### config.mk
export PLATFORM = sky130hd
export DESIGN_NAME = spi_rx_stream
export DESIGN_NICKNAME = d
export VERILOG_FILES = /design/src/rtl/spi_rx_pkg.sv /design/src/rtl/sync_fifo.sv /design/src/rtl/spi_rx_stream.sv
export SDC_FILE = /design/constraint.sdc
export NUM_CORES = 1
export LEC_CHECK = 0
export ABC_AREA = 1
export ABC_CLOCK_PERIOD_IN_PS = 5700
export CAP_MARGIN = 20
export CORE_UTILIZATION = 50
export DETAILED_ROUTE_END_ITERATION = 12
export GPL_ROUTABILITY_DRIVEN = 0
export GPL_TIMING_DRIVEN = 1
export PLACE_DENSITY = 0.7
export RECOVER_POWER = 100
export REMOVE_ABC_BUFFERS = 1
export SYNTH_ARGS = -nofsm -noshare
export SYNTH_HDL_FRONTEND = slang
export SYNTH_SLANG_ARGS = --single-unit
export TNS_END_PERCENT = 30
### constraint.sdc
create_clock -name aclk -period 5.7 [get_ports aclk]
set_input_delay 1.71 -clock aclk [delete_from_list [all_inputs] [get_ports aclk]]
set_output_delay 1.71 -clock aclk [all_outputs]
set_load 0.03 [all_outputs]
### src/rtl/spi_rx_pkg.sv
// spi_rx_pkg: shared types and constants for the spi_rx_stream receiver.
//   rx_state_e  - receiver FSM states
//   DROP_CNT_W  - width of the saturating drop counter
//   level_width - width of a FIFO level/pointer for a given depth
package spi_rx_pkg;

    localparam int unsigned DROP_CNT_W = 8;

    typedef enum logic [1:0] {
        IDLE,
        RECV,
        PUSH,
        ABORT
    } rx_state_e;

    function automatic int unsigned level_width(input int unsigned depth);
        return $clog2(depth) + 1;
    endfunction

endpackage

### src/rtl/sync_fifo.sv
// sync_fifo: single-clock word FIFO with extra-MSB wrap pointers.
//   clk, rst     - clock, synchronous active-high reset
//   push, wdata  - write request and data (accepted when not full or popping)
//   pop          - read request (ignored when empty)
//   rdata        - head entry, combinational from storage
//   full, empty  - status flags
//   level        - number of entries held
module sync_fifo
    import spi_rx_pkg::*;
#(
    parameter int unsigned WIDTH = 32,
    parameter int unsigned DEPTH = 4
) (
    input  logic                            clk,
    input  logic                            rst,
    input  logic                            push,
    input  logic [WIDTH-1:0]                wdata,
    input  logic                            pop,
    output logic [WIDTH-1:0]                rdata,
    output logic                            full,
    output logic                            empty,
    output logic [level_width(DEPTH)-1:0]   level
);

    localparam int unsigned AW = $clog2(DEPTH);

    logic [WIDTH-1:0] mem_q [DEPTH];
    logic [AW:0]      wptr_q, wptr_d;
    logic [AW:0]      rptr_q, rptr_d;
    logic             do_push, do_pop;

    assign full  = (wptr_q[AW] != rptr_q[AW]) && (wptr_q[AW-1:0] == rptr_q[AW-1:0]);
    assign empty = (wptr_q == rptr_q);
    assign level = wptr_q - rptr_q;
    assign rdata = mem_q[rptr_q[AW-1:0]];

    // A pop in the same cycle frees the head slot, so a push at full still fits.
    assign do_pop  = pop & ~empty;
    assign do_push = push & (~full | do_pop);

    always_comb begin
        wptr_d = wptr_q;
        rptr_d = rptr_q;
        if (do_push) wptr_d = wptr_q + 1'b1;
        if (do_pop)  rptr_d = rptr_q + 1'b1;
    end

    always_ff @(posedge clk) begin
        if (rst) begin
            wptr_q <= '0;
            rptr_q <= '0;
            for (int unsigned i = 0; i < DEPTH; i++) mem_q[i] <= '0;
        end else begin
            wptr_q <= wptr_d;
            rptr_q <= rptr_d;
            if (do_push) mem_q[wptr_q[AW-1:0]] <= wdata;
        end
    end

endmodule

### src/rtl/spi_rx_stream.sv
// spi_rx_stream: oversampled multi-lane serial receiver with word FIFO.
//   aclk, areset - system clock, synchronous active-high reset
//   sclk, svalid - async serial bit clock and frame enable (synchronised)
//   sdata        - LANES serial data bits, captured on sclk rising edge
//   fifo_data/fifo_valid/fifo_ready - output word stream
//   fifo_level   - words currently buffered
//   frame_err    - one-cycle pulse when a partial word is discarded
//   drop_count   - saturating count of words lost to a full FIFO
module spi_rx_stream
    import spi_rx_pkg::*;
#(
    parameter int unsigned PACKET_LENGTH = 32,
    parameter int unsigned LANES         = 1,
    parameter int unsigned FIFO_DEPTH    = 4,
    parameter int unsigned MSB_FIRST     = 1,
    parameter int unsigned SYNC_STAGES   = 2
) (
    input  logic                                 aclk,
    input  logic                                 areset,
    input  logic                                 sclk,
    input  logic [LANES-1:0]                     sdata,
    input  logic                                 svalid,
    output logic [PACKET_LENGTH-1:0]             fifo_data,
    output logic                                 fifo_valid,
    input  logic                                 fifo_ready,
    output logic [level_width(FIFO_DEPTH)-1:0]   fifo_level,
    output logic                                 frame_err,
    output logic [DROP_CNT_W-1:0]                drop_count
);

    localparam int unsigned CNT_W = $clog2(PACKET_LENGTH + 1);
    localparam logic [CNT_W-1:0] LANES_C = CNT_W'(LANES);
    localparam logic [CNT_W-1:0] PL_C    = CNT_W'(PACKET_LENGTH);

    // Input synchronisers; the last stage is the usable sampled value.
    logic [SYNC_STAGES-1:0]            sclk_sync_q;
    logic [SYNC_STAGES-1:0]            svalid_sync_q;
    logic [SYNC_STAGES-1:0][LANES-1:0] sdata_sync_q;
    logic                              sclk_s_d_q;
    logic                              sclk_s, svalid_s, beat;
    logic [LANES-1:0]                  sdata_s;

    rx_state_e                 state_q, state_d;
    logic [CNT_W-1:0]          count_q, count_d;
    logic [PACKET_LENGTH-1:0]  shift_q, shift_d;
    logic [DROP_CNT_W-1:0]     drop_q, drop_d;
    logic                      push, fifo_full, fifo_empty, fifo_pop;

    assign sclk_s   = sclk_sync_q[SYNC_STAGES-1];
    assign svalid_s = svalid_sync_q[SYNC_STAGES-1];
    assign sdata_s  = sdata_sync_q[SYNC_STAGES-1];
    assign beat     = sclk_s & ~sclk_s_d_q;

    always_ff @(posedge aclk) begin
        if (areset) begin
            sclk_sync_q   <= '0;
            svalid_sync_q <= '0;
            sdata_sync_q  <= '0;
            sclk_s_d_q    <= 1'b0;
        end else begin
            sclk_sync_q   <= {sclk_sync_q[SYNC_STAGES-2:0], sclk};
            svalid_sync_q <= {svalid_sync_q[SYNC_STAGES-2:0], svalid};
            sdata_sync_q  <= {sdata_sync_q[SYNC_STAGES-2:0], sdata};
            sclk_s_d_q    <= sclk_s;
        end
    end

    assign fifo_valid = ~fifo_empty;
    assign fifo_pop   = fifo_valid & fifo_ready;
    assign drop_count = drop_q;

    always_comb begin
        state_d   = state_q;
        count_d   = count_q;
        shift_d   = shift_q;
        drop_d    = drop_q;
        push      = 1'b0;
        frame_err = 1'b0;
        unique case (state_q)
            IDLE: begin
                count_d = '0;
                if (svalid_s) state_d = RECV;
            end
            RECV: begin
                if (beat && svalid_s) begin
                    if (MSB_FIRST != 0)
                        shift_d = {shift_q[PACKET_LENGTH-LANES-1:0], sdata_s};
                    else
                        shift_d = {sdata_s, shift_q[PACKET_LENGTH-1:LANES]};
                    count_d = count_q + LANES_C;
                    if (count_d == PL_C) state_d = PUSH;
                end else if (!svalid_s) begin
                    state_d = (count_q != '0) ? ABORT : IDLE;
                end
            end
            PUSH: begin
                push    = 1'b1;
                count_d = '0;
                if (fifo_full && !fifo_pop && (drop_q != '1)) drop_d = drop_q + 1'b1;
                state_d = svalid_s ? RECV : IDLE;
            end
            ABORT: begin
                frame_err = 1'b1;
                count_d   = '0;
                state_d   = IDLE;
            end
            default: state_d = IDLE;
        endcase
    end

    always_ff @(posedge aclk) begin
        if (areset) begin
            state_q <= IDLE;
            count_q <= '0;
            shift_q <= '0;
            drop_q  <= '0;
        end else begin
            state_q <= state_d;
            count_q <= count_d;
            shift_q <= shift_d;
            drop_q  <= drop_d;
        end
    end

    sync_fifo #(
        .WIDTH (PACKET_LENGTH),
        .DEPTH (FIFO_DEPTH)
    ) u_fifo (
        .clk   (aclk),
        .rst   (areset),
        .push  (push),
        .wdata (shift_q),
        .pop   (fifo_pop),
        .rdata (fifo_data),
        .full  (fifo_full),
        .empty (fifo_empty),
        .level (fifo_level)
    );

endmodule

# After elaboration in Yosys (flattened, before gate mapping)

Memory sizes are Yosys's and may differ from the RTL's. A register that Yosys moved wholly into a read port is not among the register bits.
Index checks and enable logic that the tools add are counted.

Bits of input ports: 6
Output and inout bits: 45
Memories kept: 1
Memory bits (writable): 128
Flip-flop bits (word level): 61
Word-level logic and storage cells: 70

Memories:

| name         | words | bits a word | rd ports | clocked after memory_dff | wr ports | RTL line        | text |
|---|---|---|---|---|---|---|---|
| u_fifo.mem_q | 4     | 32          | 1        | 1                        | 4        | sync_fifo.sv:27 | `logic [WIDTH-1:0] mem_q [DEPTH];` |

Multiplexer cells: 21
$add $sub $neg: 5
Bitwise operators: 8
Reductions and logical operators: 12
Equal/unequal tests: 12

Operators with widths:

| kind                                                          | count |
|---|---|
| 32-bit 2-to-1 mux                                             | 1 |
| 32-bit OR reduction                                           | 1 |
| 2-bit 2-to-1 mux                                              | 8 |
| 6-bit one-hot mux with 2 select lines                         | 1 |
| 1-bit 2-to-1 mux                                              | 9 |
| 8-bit by 1-bit adder with 8-bit output, second input constant | 1 |
| 8-bit != test, second input constant                          | 1 |
| 2-bit one-hot mux with 4 select lines                         | 1 |
| 3-bit by 1-bit adder with 3-bit output, second input constant | 2 |
| 6-bit by 1-bit adder with 6-bit output, second input constant | 1 |
| 6-bit equality test, second input constant                    | 1 |
| 6-bit 2-to-1 mux                                              | 1 |
| 3-bit != test, second input constant                          | 2 |
| 6-bit nonzero test                                            | 1 |
| 1-bit bitwise AND                                             | 4 |
| 2-bit equality test, second input constant                    | 2 |
| 1-bit logical AND                                             | 4 |
| 2-bit != test, second input constant                          | 2 |
| 2-bit AND reduction                                           | 2 |
| 3-bit equality test                                           | 1 |
| 1-bit NOT                                                     | 3 |
| 3-bit AND reduction                                           | 1 |
| 3-bit OR reduction                                            | 1 |
| 3-bit subtractor                                              | 1 |
| other kinds (6)                                               | 6 |

# Depth between registers and ports, before layout

Gate-level depths: netlist (run 1).

Depth after elaboration: 11
Depth in mapped cells: 10
Mapped depth without buffers: 9

# Cells and area by module

Synthesis (run 1) repeated with hierarchy kept, for this count alone.

Cells, all modules: 856
Area, all modules: 8414.3 µm²

By module, submodules not included:

| module        | area each (µm²) | seq. area each (µm²) | times used | cells each |
|---|---|---|---|---|
| sync_fifo     | 6182.2          | 4003.8               | 1          | 556 |
| spi_rx_stream | 2232.1          | 1101.1               | 1          | 300 |

# Worst setup path before layout (run 1)

OpenSTA, ideal clock, no wires.

Path kind: in2reg
Start: input fifo_ready
End: memory u_fifo.mem_q[3][0], enable pin
Buffers on the path: 0
Path slack: 0.817 ns
Data arrival time: 4.413 ns
Stages on the path: 3
Data required time: 5.230 ns
Library setup time: 0.470 ns
Path through: nand3b_1 > o21ai_0 > o31ai_1

RTL lines:

| item            | RTL line            | text |
|---|---|---|
| start, declared | spi_rx_stream.sv:25 | `input logic fifo_ready,` |
| end, declared   | sync_fifo.sv:27     |  |

==> results of run 1 <==
synth_stat cells, drive strengths merged, types with 3 or more instances:
cell    count
buf        15
xor2        4
dfxtp      63
xnor2       5
ha          7
nand3      14
nand4       3
clkbuf     31
nor2      224
edfxtp    128
o22ai      32
o21ai     106
a21oi      50
nand2      50
inv        65
layout make-up:
class,count,area [um2]
sequential,191,5110
timing repair buffer,66,611
inverter,66,248
clock buffer,21,450
fill,1336,6140
clock inverter,11,140
multi-input combinational,500,2350
tap,211,264
power breakdown:
| group | total, mW | switching [mW] | internal, mW |
|---|---|---|---|
| registers | 1.52 | 0.0114 | 1.51 |
| logic | 0.361 | 0.242 | 0.119 |
| clock network | 1.19 | 0.492 | 0.699 |
| total | 3.07 | 0.745 | 2.33 |
tightest hold or removal path, delay by kind of cell (launching register included):
family | cells | cell delay [ns]
and+or+nand+nor | 1 | 0.03
DFF | 1 | 0.30
buffers and inverters | 1 | 0.04
path summary, 6_finish.rpt:
kind | to | from | cells after the start
worst min-delay path | sclk_sync_q[1]$_SDFF_PP0_ | sclk_sync_q[0]$_SDFF_PP0_ | 2
worst min register to register | sclk_sync_q[1]$_SDFF_PP0_ | sclk_sync_q[0]$_SDFF_PP0_ | 2
worst max-delay path | u_fifo.mem_q[3][19]$_DFFE_PP_ | areset | 5
worst max register to register | u_fifo.mem_q[3][19]$_DFFE_PP_ | u_fifo.wptr_q[0]$_SDFFE_PP0P_ | 6
through the flow:
stage               total power, mW  hold slack [ns]
floorplan                      1.75            0.388
global placement               1.93            0.393
detailed placement             1.94            0.405
CTS                            3.11            0.416
global route                   3.17            0.430
finish                         3.07            0.408
per-layer routing:
metal | vias up | part of all wire, % | GRT usage [%]
met4 | 0 | 1.7 | 7.34
met2 | 184 | 49 | 35.8
met3 | 32 | 5.7 | 4.92
met1 | 2751 | 44 | 27.6
li1 | 2779 | - | -
met5 | - | 0 | 0
sequential cells by signal (all words and copies together), names as in the netlist, 2 cells and up, named ones only:
| signal | cells |
|---|---|
| svalid_sync_q | 2 |
| shift_q | 32 |
| u_fifo.mem_q | 128 |
| u_fifo.rptr_q | 3 |
| sclk_sync_q | 2 |
| u_fifo.wptr_q | 3 |
| drop_count | 8 |
| state_q | 2 |
| count_q | 6 |
logic make-up (layout without fill, tap and decap cells):
group,after synthesis,in the layout,synth area share (%)
and+or+nand+nor,293,293,14.6
xor gates and xnor gates,9,9,1.09
adders and majority gates,8,8,1.36
DFF,191,191,64.4
buffers and inverters,112,164,5.98
AOI/OAI and AO/OA,190,190,12.6
cell usage in the layout (no fill, tap or decap), types with 5 or more instances in the layout:
master	instances
nor2_1	222
o22ai_1	32
o21ai_0	106
a21oi_1	50
edfxtp_1	128
inv_1	65
dfxtp_1	62
clkbuf_1	13
clkdlybuf4s50_1	5
nand3_1	14
clkbuf_16	17
dlygate4sd3_1	45
ha_1	7
nand2_1	49
==> reports/summary.txt, run 1 <==
Tightest Pin Transition: 2.11 ns
Layout cells sized above 1: 4.68%
Max cap viols: 5
Worst-Skew Late Latency: 0.43 ns
EDFF count, synth: 128
Antenna-violating nets left: 0
Die W: 128 um
FFs w/ async S/R, synth: 0%
Cell total after placement: 1034
CTS tree: built
Die height: 128 um
Finished Core Util: 59.9%
RSZ-0062 raised after global routing: no
Yosys warns: 0
I/O Buffers: 50
Register area share after synthesis: 64.4%
Routed via count: 5746
Antenna diodes: 0
Clk sinks: 191
Outcome: finished with violations
# DRC: 0
Critical path fanouts, max: 32
Flop-to-flop setup slack: 2.31 ns
Post-Layout Cell Count: 1066
Root buffer selected by CTS: clkbuf_16
H-tree depth: 4
Num ports: 51
Largest net degree at the start of global routing: 65
Crit path max-delay family: buffers and inverters
CP startpoint kind: input pin
Final hold vios: 0
Final Cycle Share: 85.4%
Post-Syn Instances: 803
Max frequency: 205 MHz
Initial antenna violation count: 0
Gr ovfl total: 0
Area leader, netlist: edfxtp_1
Core area: 15300 um2
WL per Instance: 15.5 um
Cell breakdown of the critical path: dlygate4sd3_1, clkbuf_1, inv_1, o31ai_4, clkbuf_1
Synthesis-to-layout area growth: 15.7%
Iteration-0 DRC Markers: 447
Nets: 856
HP Class: flop to flop
Vias in the first global route: 5533
Failing checks: capacitance limit, slew limit
Hold_buf cts: 0
Max IR drop VDD: 0.210 mV
Main synth FF type: edfxtp_1
Worst setup margin: 0.833 ns
Seq cells post-synth: 191
CP endpoint kind: flop
Die ar.: 16400 um2
Cell variety after synth: 27
Slew Limit Fails: 165
Cell mode on critical path: clkbuf_1
Num rows: 45
Critical path buffers and inverters: 4
Final wirelength: 16600 um
Post-CTS Setup Repair Bufs: 0
Pre-CTS WS: 1.44 ns
Clock transition at path regs: 0.06 ns
Vias per cell: 5.39
Num CTS Buffers: 17
DR pass1 iterations: 5
Worst path arrival time: 4.88 ns
Finished Cell Area: 9170 um2
Post-DP HPWL: 10300 um
Skew final: 0.00973 ns
Setup TNS: 0 ns
Synth top area share: 48.5%
Cell Area, Placed: 8640 um2
Total GRT Usage: 21.5%
Slew margin rel.: -40.7%
Cell area after synthesis: 7930 um2
Min Clock Period, post-route: 4.87 ns
Pleak: 3.27 nW
Final setup vio count: 0
Crit-path max cell delay: 1.53 ns
Pwr/cell area: 335 nW/um2
WP data required: 5.71 ns
Main area contributors after synthesis: edfxtp_1 48%, dfxtp_1 16%, nor2_1 10%, o21ai_0 6.7%, a21oi_1 3.2%
Mean Syn Cell Area: 9.87 um2
First-pass GRT wire length: 26800 um
Crit path kind: input pin to flop
PostCTS Resize Cnt: 0
Initial Util: 51.8%
CP max stage cell: clkbuf_1
Max clock buf depth: 2
Note: power is estimated with default switching activity, not from simulation.
==> run 2, diff against run 1 <==
--- a/config.mk
+++ b/config.mk
@@ -12,7 +12,8 @@
 export DETAILED_ROUTE_END_ITERATION = 12
 export GPL_ROUTABILITY_DRIVEN = 0
 export GPL_TIMING_DRIVEN = 1
-export PLACE_DENSITY = 0.7
+export HOLD_SLACK_MARGIN = 0.02
+export PLACE_DENSITY = 0.69
 export RECOVER_POWER = 100
 export REMOVE_ABC_BUFFERS = 1
 export SYNTH_ARGS = -nofsm -noshare
==> run 2 against run 1 <==
Flip-flop and latch count stayed put; power is 1.5% lower; critical path depth stayed put; routed wire length is 1.5% higher; die area stayed put; global-route usage is 0.50 points higher; sequential power hardly changed; first-iteration DRC count is 20% higher; clock power is 4% lower; critical path type unchanged; the flow still finishes with violations (capacitance limit, slew limit); worst hold slack worse by 0.0061 ns; largest power group unchanged; largest cell class unchanged; maximum frequency is 0.63% lower; combinational power is 2% higher.
==> reports/summary.txt, run 2 (same netlist as run 1, synthesis figures left out) <==
Worst-Skew Late Latency: 0.42 ns (about the same)
I/O Buffers: 50 (unchanged)
Iteration-0 DRC Markers: 536 (+20%)
Failing checks: capacitance limit, slew limit
H-tree depth: 4 (unchanged)
Initial Util: 51.8% (unchanged)
Pleak: 3.29 nW (+0.69%)
Routed via count: 5624 (-2.1%)
Clk sinks: 191 (unchanged)
Setup TNS: 0 ns (unchanged)
RSZ-0062 raised after global routing: no
Tightest Pin Transition: 1.91 ns (-0.203 ns)
Total GRT Usage: 22.0% (+0.50 points)
Worst path arrival time: 4.94 ns (+0.06 ns)
Final Cycle Share: 85.9% (+0.54 points)
Die W: 128 um (unchanged)
Commonest non-fill, non-tap cell in the layout: nor2_1
Final setup vio count: 0 (unchanged)
Switching Fraction: 24.3% (+0.036 points)
Slew Limit Fails: 66 (-60%)
Biggest register: u_fifo.mem_q
Initial antenna violation count: 0 (unchanged)
Crit path kind: input pin to flop
Max IR drop VDD: 0.206 mV (-2.1%)
Antenna-violating nets left: 0 (unchanged)
Outcome: finished with violations
Final hold vios: 0 (unchanged)
Max reg flops: 128 (unchanged)
Max cap viols: 2 (-3)
Hold_buf cts: 0 (unchanged)
Cell Area, Placed: 8620 um2 (-0.23%)
HP Class: flop to flop
DR pass1 iterations: 5 (unchanged)
Cell breakdown of the critical path: dlygate4sd3_1, inv_1, clkbuf_1, nand2_1, clkbuf_2
Critical path fanouts, max: 30 (-6.3%)
Most frequent cells in the layout: 223 x nor2_1, 128 x edfxtp_1, 106 x o21ai_0
Pwr/cell area: 331 nW/um2 (-1.3%)
Die ar.: 16400 um2 (unchanged)
Gr ovfl total: 0 (unchanged)
Total power: 3.03 mW (-1.5%)
Worst setup margin: 0.802 ns (-0.0308 ns)
Finished Cell Area: 9150 um2 (-0.22%)
WP data required: 5.75 ns (+0.04 ns)
CP endpoint kind: flop
Psw: 0.735 mW (-1.4%)
Antenna diodes: 0 (unchanged)
First-pass GRT wire length: 27400 um (+2.2%)
Num ports: 51 (unchanged)
Comb pwr share: 12.1% (+0.3 points)
R2R Path Start: u_fifo.wptr_q[0]$_SDFFE_PP0P_
Num CTS Buffers: 17 (unchanged)
Worst R2R Path Depth: 10 (+4)
WL per Instance: 15.8 um (+1.6%)
CP max stage cell: clkbuf_1
CTS tree: built
CP Capture Point: u_fifo.mem_q[2][24]$_SDFFCE_PN0P_
Vias per cell: 5.28 (-2.0%)
Root buffer selected by CTS: clkbuf_16
Min Clock Period, post-route: 4.90 ns (+0.0308 ns)
Clock transition at path regs: 0.06 ns (about the same)
Num rows: 45 (unchanged)
Skew final: 0.00498 ns (-0.00475 ns)
Vias in the first global route: 5413 (-2.2%)
Largest net degree at the start of global routing: 71 (+9.2%)
Post-DP HPWL: 9900 um (-4.2%)
Synthesis-to-layout area growth: 15.4%
Die height: 128 um (unchanged)
Flop-to-flop setup slack: 2.35 ns (+0.04 ns)
Max clock buf depth: 2 (unchanged)
Core area: 15300 um2 (unchanged)
Nets: 855 (-0.12%)
Layout cells sized above 1: 5.27% (+0.59 points)
PostCTS Resize Cnt: 0 (unchanged)
Max frequency: 204 MHz (-0.63%)
Clock power share: 37.6% (-1.1 points)
Pre-CTS WS: 1.42 ns (-0.0183 ns)
Crit. Startpoint: areset
Int Pwr: 2.29 mW (-1.6%)
Post-CTS Setup Repair Bufs: 0 (unchanged)
Part of the power in registers: 50.2% (+0.7 points)
# DRC: 0 (unchanged)
Crit-path max cell delay: 1.03 ns (-0.50 ns)
Final wirelength: 16800 um (+1.5%)
Slew margin rel.: -27.2% (+14 points)
Worst R2R End: u_fifo.mem_q[0][23]$_SDFFCE_PN0P_
CP startpoint kind: input pin
## run 2: changes by cell type in the layout (fill, tap and decap cells not counted), sizes merged
cell	change
inv	+2
buf	+4
dlygate4sd3	+2
clkinv	-4
clkdlybuf4s50	-2
bufinv	-3
## run 2: how the worst min path moves through the flow
stage | startpoint | end | slack, ns | depth (start not counted)
global route | sdata_sync_q[0]$_SDFF_PP0_ | sdata_s$_SDFF_PP0_ | 0.43 | 2
finish | svalid_sync_q[0]$_SDFF_PP0_ | svalid_sync_q[1]$_SDFF_PP0_ | 0.40 | 2
global placement | sdata_sync_q[0]$_SDFF_PP0_ | sdata_s$_SDFF_PP0_ | 0.39 | 2
floorplan | sclk_sync_q[0]$_SDFF_PP0_ | sclk_sync_q[1]$_SDFF_PP0_ | 0.39 | 2
CTS | svalid_sync_q[0]$_SDFF_PP0_ | svalid_sync_q[1]$_SDFF_PP0_ | 0.40 | 2
detailed placement | svalid_sync_q[0]$_SDFF_PP0_ | svalid_sync_q[1]$_SDFF_PP0_ | 0.40 | 2
## run 2: metrics by stage
step / utilization (%) / hold WS, ns / std cells
detailed placement: 56.3 / 0.395 / 1033
finish: 59.7 / 0.402 / 1065
global route: 59.7 / 0.434 / 1065
global placement: 56.1 / 0.390 / 1032
floorplan: - / 0.388 / 757
CTS: 60.0 / 0.404 / 1065
## run 2: final cells by class
class / instances / area (um2)
fillers: 1282 / 6160
well taps: 211 / 264
clock buffers: 26 / 548
repair buffers: 65 / 611
clock inverters: 6 / 27.5
inverters: 66 / 248
multi-input cells: 500 / 2350
flip-flops and latches: 191 / 5110
## run 2: critical path: cells and delay by family
family | cells | cell delay (ns)
simple gates | 1 | 0.65
buf+inv | 4 | 2.56
## run 2: power by group through the flow
| stage | clock [mW] | combinational [mW] | sequential, mW |
|---|---|---|---|
| after floorplan | 0 | 0.195 | 1.56 |
| after global placement | 0 | 0.388 | 1.55 |
| after detailed placement | 0 | 0.395 | 1.55 |
| after CTS | 1.15 | 0.396 | 1.52 |
| after global routing | 1.20 | 0.394 | 1.52 |
| final | 1.14 | 0.367 | 1.52 |
## run 2: metal layers
layer / track usage, % / up-vias / routed length (um)
met1: 27.6 / 2701 / 7400
met4: 7.27 / 0 / 194
met3: 4.09 / 16 / 709
li1: - / 2778 / -
met2: 38.3 / 129 / 8520
met5: 0 / - / 0
==> run 3, diff against run 2 <==
--- a/config.mk
+++ b/config.mk
@@ -5,7 +5,6 @@
 export SDC_FILE = /design/constraint.sdc
 export NUM_CORES = 1
 export LEC_CHECK = 0
-export ABC_AREA = 1
 export ABC_CLOCK_PERIOD_IN_PS = 5700
 export CAP_MARGIN = 20
 export CORE_UTILIZATION = 50
@@ -18,5 +17,6 @@
 export REMOVE_ABC_BUFFERS = 1
 export SYNTH_ARGS = -nofsm -noshare
 export SYNTH_HDL_FRONTEND = slang
+export SYNTH_HIERARCHICAL = 1
 export SYNTH_SLANG_ARGS = --single-unit
 export TNS_END_PERCENT = 30
==> run 3 against run 2 <==
The flow still finishes with violations (capacitance limit, slew limit); critical path depth decreased by 2; clock power about the same; area after synthesis increased by 1.9%; non-clock buffer count decreased by 3; critical endpoint is now fifo_data[5]; via count decreased by 8.7%; first-iteration DRC count decreased by 33%; worst hold slack improved by 0.031 ns; sequential power about the same; synthesized cell count decreased by 18%; utilization decreased by 1.3 points; register-to-register slack got worse by 1.1 ns.
==> reports/summary.txt, run 3 <==
Outcome: finished with violations
Failing checks: capacitance limit, slew limit
Filler cells: 1268 (-1.1%)
Post-DP HPWL: 9680 um (-2.2%)
Main synth FF type: edfxtp_1
Part of the power in registers: 54.2% (+4.0 points)
WL per Instance: 17.3 um (+9.7%)
Worst path arrival time: 3.30 ns (-1.64 ns)
RSZ-0062 raised after global routing: no
Cell area after synthesis: 8080 um2 (+1.9%)
# DRC: 0 (unchanged)
Vias in the first global route: 5266 (-2.7%)
Root buffer selected by CTS: clkbuf_16
Area leader, netlist: edfxtp_1
Seq cells post-synth: 191 (unchanged)
Largest net degree at the start of global routing: 63 (-11%)
Final wirelength: 16200 um (-3.9%)
Antenna-violating nets left: 0 (unchanged)
Biggest register: u_fifo/mem_q
WP data required: 3.99 ns (-1.76 ns)
Most frequent cells in the layout: 140 x nor2_1, 128 x edfxtp_1, 108 x nand2_1
Register area share after synthesis: 63.2% (-1.2 points)
Antenna diodes: 0 (unchanged)
Num rows: 46 (+2.2%)
Skew final: 0.00637 ns (+0.00140 ns)
Clock power share: 41.6% (+4.0 points)
Setup TNS: 0 ns (unchanged)
Clock transition at path regs: 0.07 ns (about the same)
Synth top area share: 47.6% (-0.90 points)
Post-CTS Setup Repair Bufs: 0 (unchanged)
Final Cycle Share: 88.0% (+2.1 points)
DR pass1 iterations: 5 (unchanged)
Die ar.: 16700 um2 (+1.9%)
HP Class: flop to flop
Post-Syn Instances: 660 (-18%)
Pwr/cell area: 303 nW/um2 (-8.2%)
Max clock buf depth: 2 (unchanged)
Cell variety after synth: 47 (+74%)
Final setup vio count: 0 (unchanged)
Iteration-0 DRC Markers: 360 (-33%)
Mean Syn Cell Area: 12.2 um2 (+24%)
Gr ovfl total: 0 (unchanged)
Max reg flops: 128 (unchanged)
Die W: 129 um (+0.93%)
Yosys warns: 6 (+6)
Slew Limit Fails: 229 (+250%)
FFs w/ async S/R, synth: 0% (unchanged)
Worst-Skew Late Latency: 0.43 ns (about the same)
CP endpoint kind: primary output
Slew margin rel.: -75.1% (-48 points)
Max frequency: 199 MHz (-2.3%)
Commonest non-fill, non-tap cell in the layout: nor2_1
Critical path fanouts, max: 24 (-20%)
Num ports: 51 (unchanged)
Max cap viols: 6 (+4)
Routed via count: 5136 (-8.7%)
I/O Buffers: 50 (unchanged)
H-tree depth: 4 (unchanged)
Min Clock Period, post-route: 5.01 ns (+0.117 ns)
Tightest Pin Transition: 2.63 ns (+0.719 ns)
PostCTS Resize Cnt: 0 (unchanged)
Comb pwr share: 4.2% (-7.9 points)
Layout cells sized above 1: 10.6% (+5.3 points)
Psw: 0.579 mW (-21%)
Final hold vios: 0 (unchanged)
Main area contributors after synthesis: edfxtp_1 48%, dfxtp_1 16%, mux4_2 8.9%, nor2_1 6.5%, nand2_1 4.9%
Initial Util: 51.0% (-0.73 points)
Initial antenna violation count: 0 (unchanged)
Max IR drop VDD: 0.215 mV (+4.2%)
Nets: 718 (-16%)
Worst min-delay path startpoint: sdata_s$_SDFF_PP0_
R2R Path Start: u_fifo/wptr_q[0]$_SDFFE_PP0P_
Synth top cells by count: 140 x nor2_1, 128 x edfxtp_1, 105 x nand2_1
Num CTS Buffers: 17 (unchanged)
Int Pwr: 2.23 mW (-2.7%)
Crit path kind: flop to primary output
CP startpoint kind: flop
EDFF count, synth: 128 (unchanged)
Total GRT Usage: 20.9% (-1.0 points)
Flop-to-flop setup slack: 1.25 ns (-1.10 ns)
Die height: 129 um (+0.93%)
Vias per cell: 5.50 (+4.2%)
Hold_buf cts: 0 (unchanged)
Clk sinks: 191 (unchanged)
CTS tree: built
Cell with the most instances after synthesis: nor2_1
Pleak: 3.01 nW (-8.7%)
Switching Fraction: 20.6% (-3.7 points)
Synthesis-to-layout area growth: 14.6%
Core area: 15800 um2 (+3.3%)
First-pass GRT wire length: 26300 um (-4.2%)
Finished Core Util: 58.5% (-1.3 points)
## run 3: changes by cell type after synthesis, sizes merged, moves of 31 or more
cell and delta:
o22ai -31, mux4 +32, nor2 -84, o21ai -101, inv -49, nand2 +59
## run 3: cells by family (layout without fill, tap and decap cells)
kind of cell	after synthesis	after routing	synth area share [%]
compound gates	69	69	5.85
xor+xnor	6	6	0.883
fa+ha+maj	8	8	1.33
buf+inv	53	110	3.55
flops	191	191	63.2
mux	37	37	9.66
simple gates	296	296	15.5
## run 3: worst max-delay path, cell delays in order (launching register included)
cell and delay [ns]:
dfxtp_2 0.95, clkbuf_1 0.64, mux4_2 0.58, dlygate4sd3_1 0.70
## run 3: power groups by stage
stage	Clock [mW]	Sequential [mW]	Combinational, mW
after detailed placement	0	1.55	0.125
final	1.17	1.52	0.118
after floorplan	0	1.55	0.0752
after global placement	0	1.55	0.123
after CTS	1.18	1.52	0.126
after global routing	1.23	1.52	0.127
## run 3: layout make-up
class / count / area, um2 / area share, %
Multi-Input combinational cell: 416 / 2660 / 28.7
Clock buffer: 18 / 429 / 4.64
Inverter: 16 / 60.1 / 0.649
Clock inverter: 14 / 149 / 1.61
Tap cell: 216 / 270 / 2.92
Timing Repair Buffer: 62 / 586 / 6.33
Sequential cell: 191 / 5110 / 55.2
## run 3: stage by stage
stage / std cells / cell area [um2] / worst slack [ns] / total power [mW] / hold slack [ns]
after global routing: 933 / 9260 / 0.447 / 2.88 / 0.466
after global placement: 900 / 8720 / 1.33 / 1.67 / 0.418
after CTS: 932 / 9300 / 0.967 / 2.83 / 0.444
final: 933 / 9260 / 0.685 / 2.81 / 0.432
after detailed placement: 900 / 8720 / 1.24 / 1.68 / 0.431
after floorplan: 623 / 7850 / 0.316 / 1.62 / 0.411
## run 3: path summary, 6_finish.rpt
| kind | end | cells past startpoint |
|---|---|---|
| max | fifo_data[5] | 3 |
| min | shift_q[0]$_SDFFE_PP0P_ | 2 |
| max reg2reg | u_fifo/mem_q[3][16]$_DFFE_PP_ | 11 |
| min reg2reg | shift_q[0]$_SDFFE_PP0P_ | 2 |
## run 3: per-layer routing
layer	routed length [um]	track usage (%)	up-vias
li1	-	-	2418
met1	6820	25.0	2553
met2	8290	37.2	143
met3	784	4.46	22
met4	261	7.75	0
met5	0	0	-
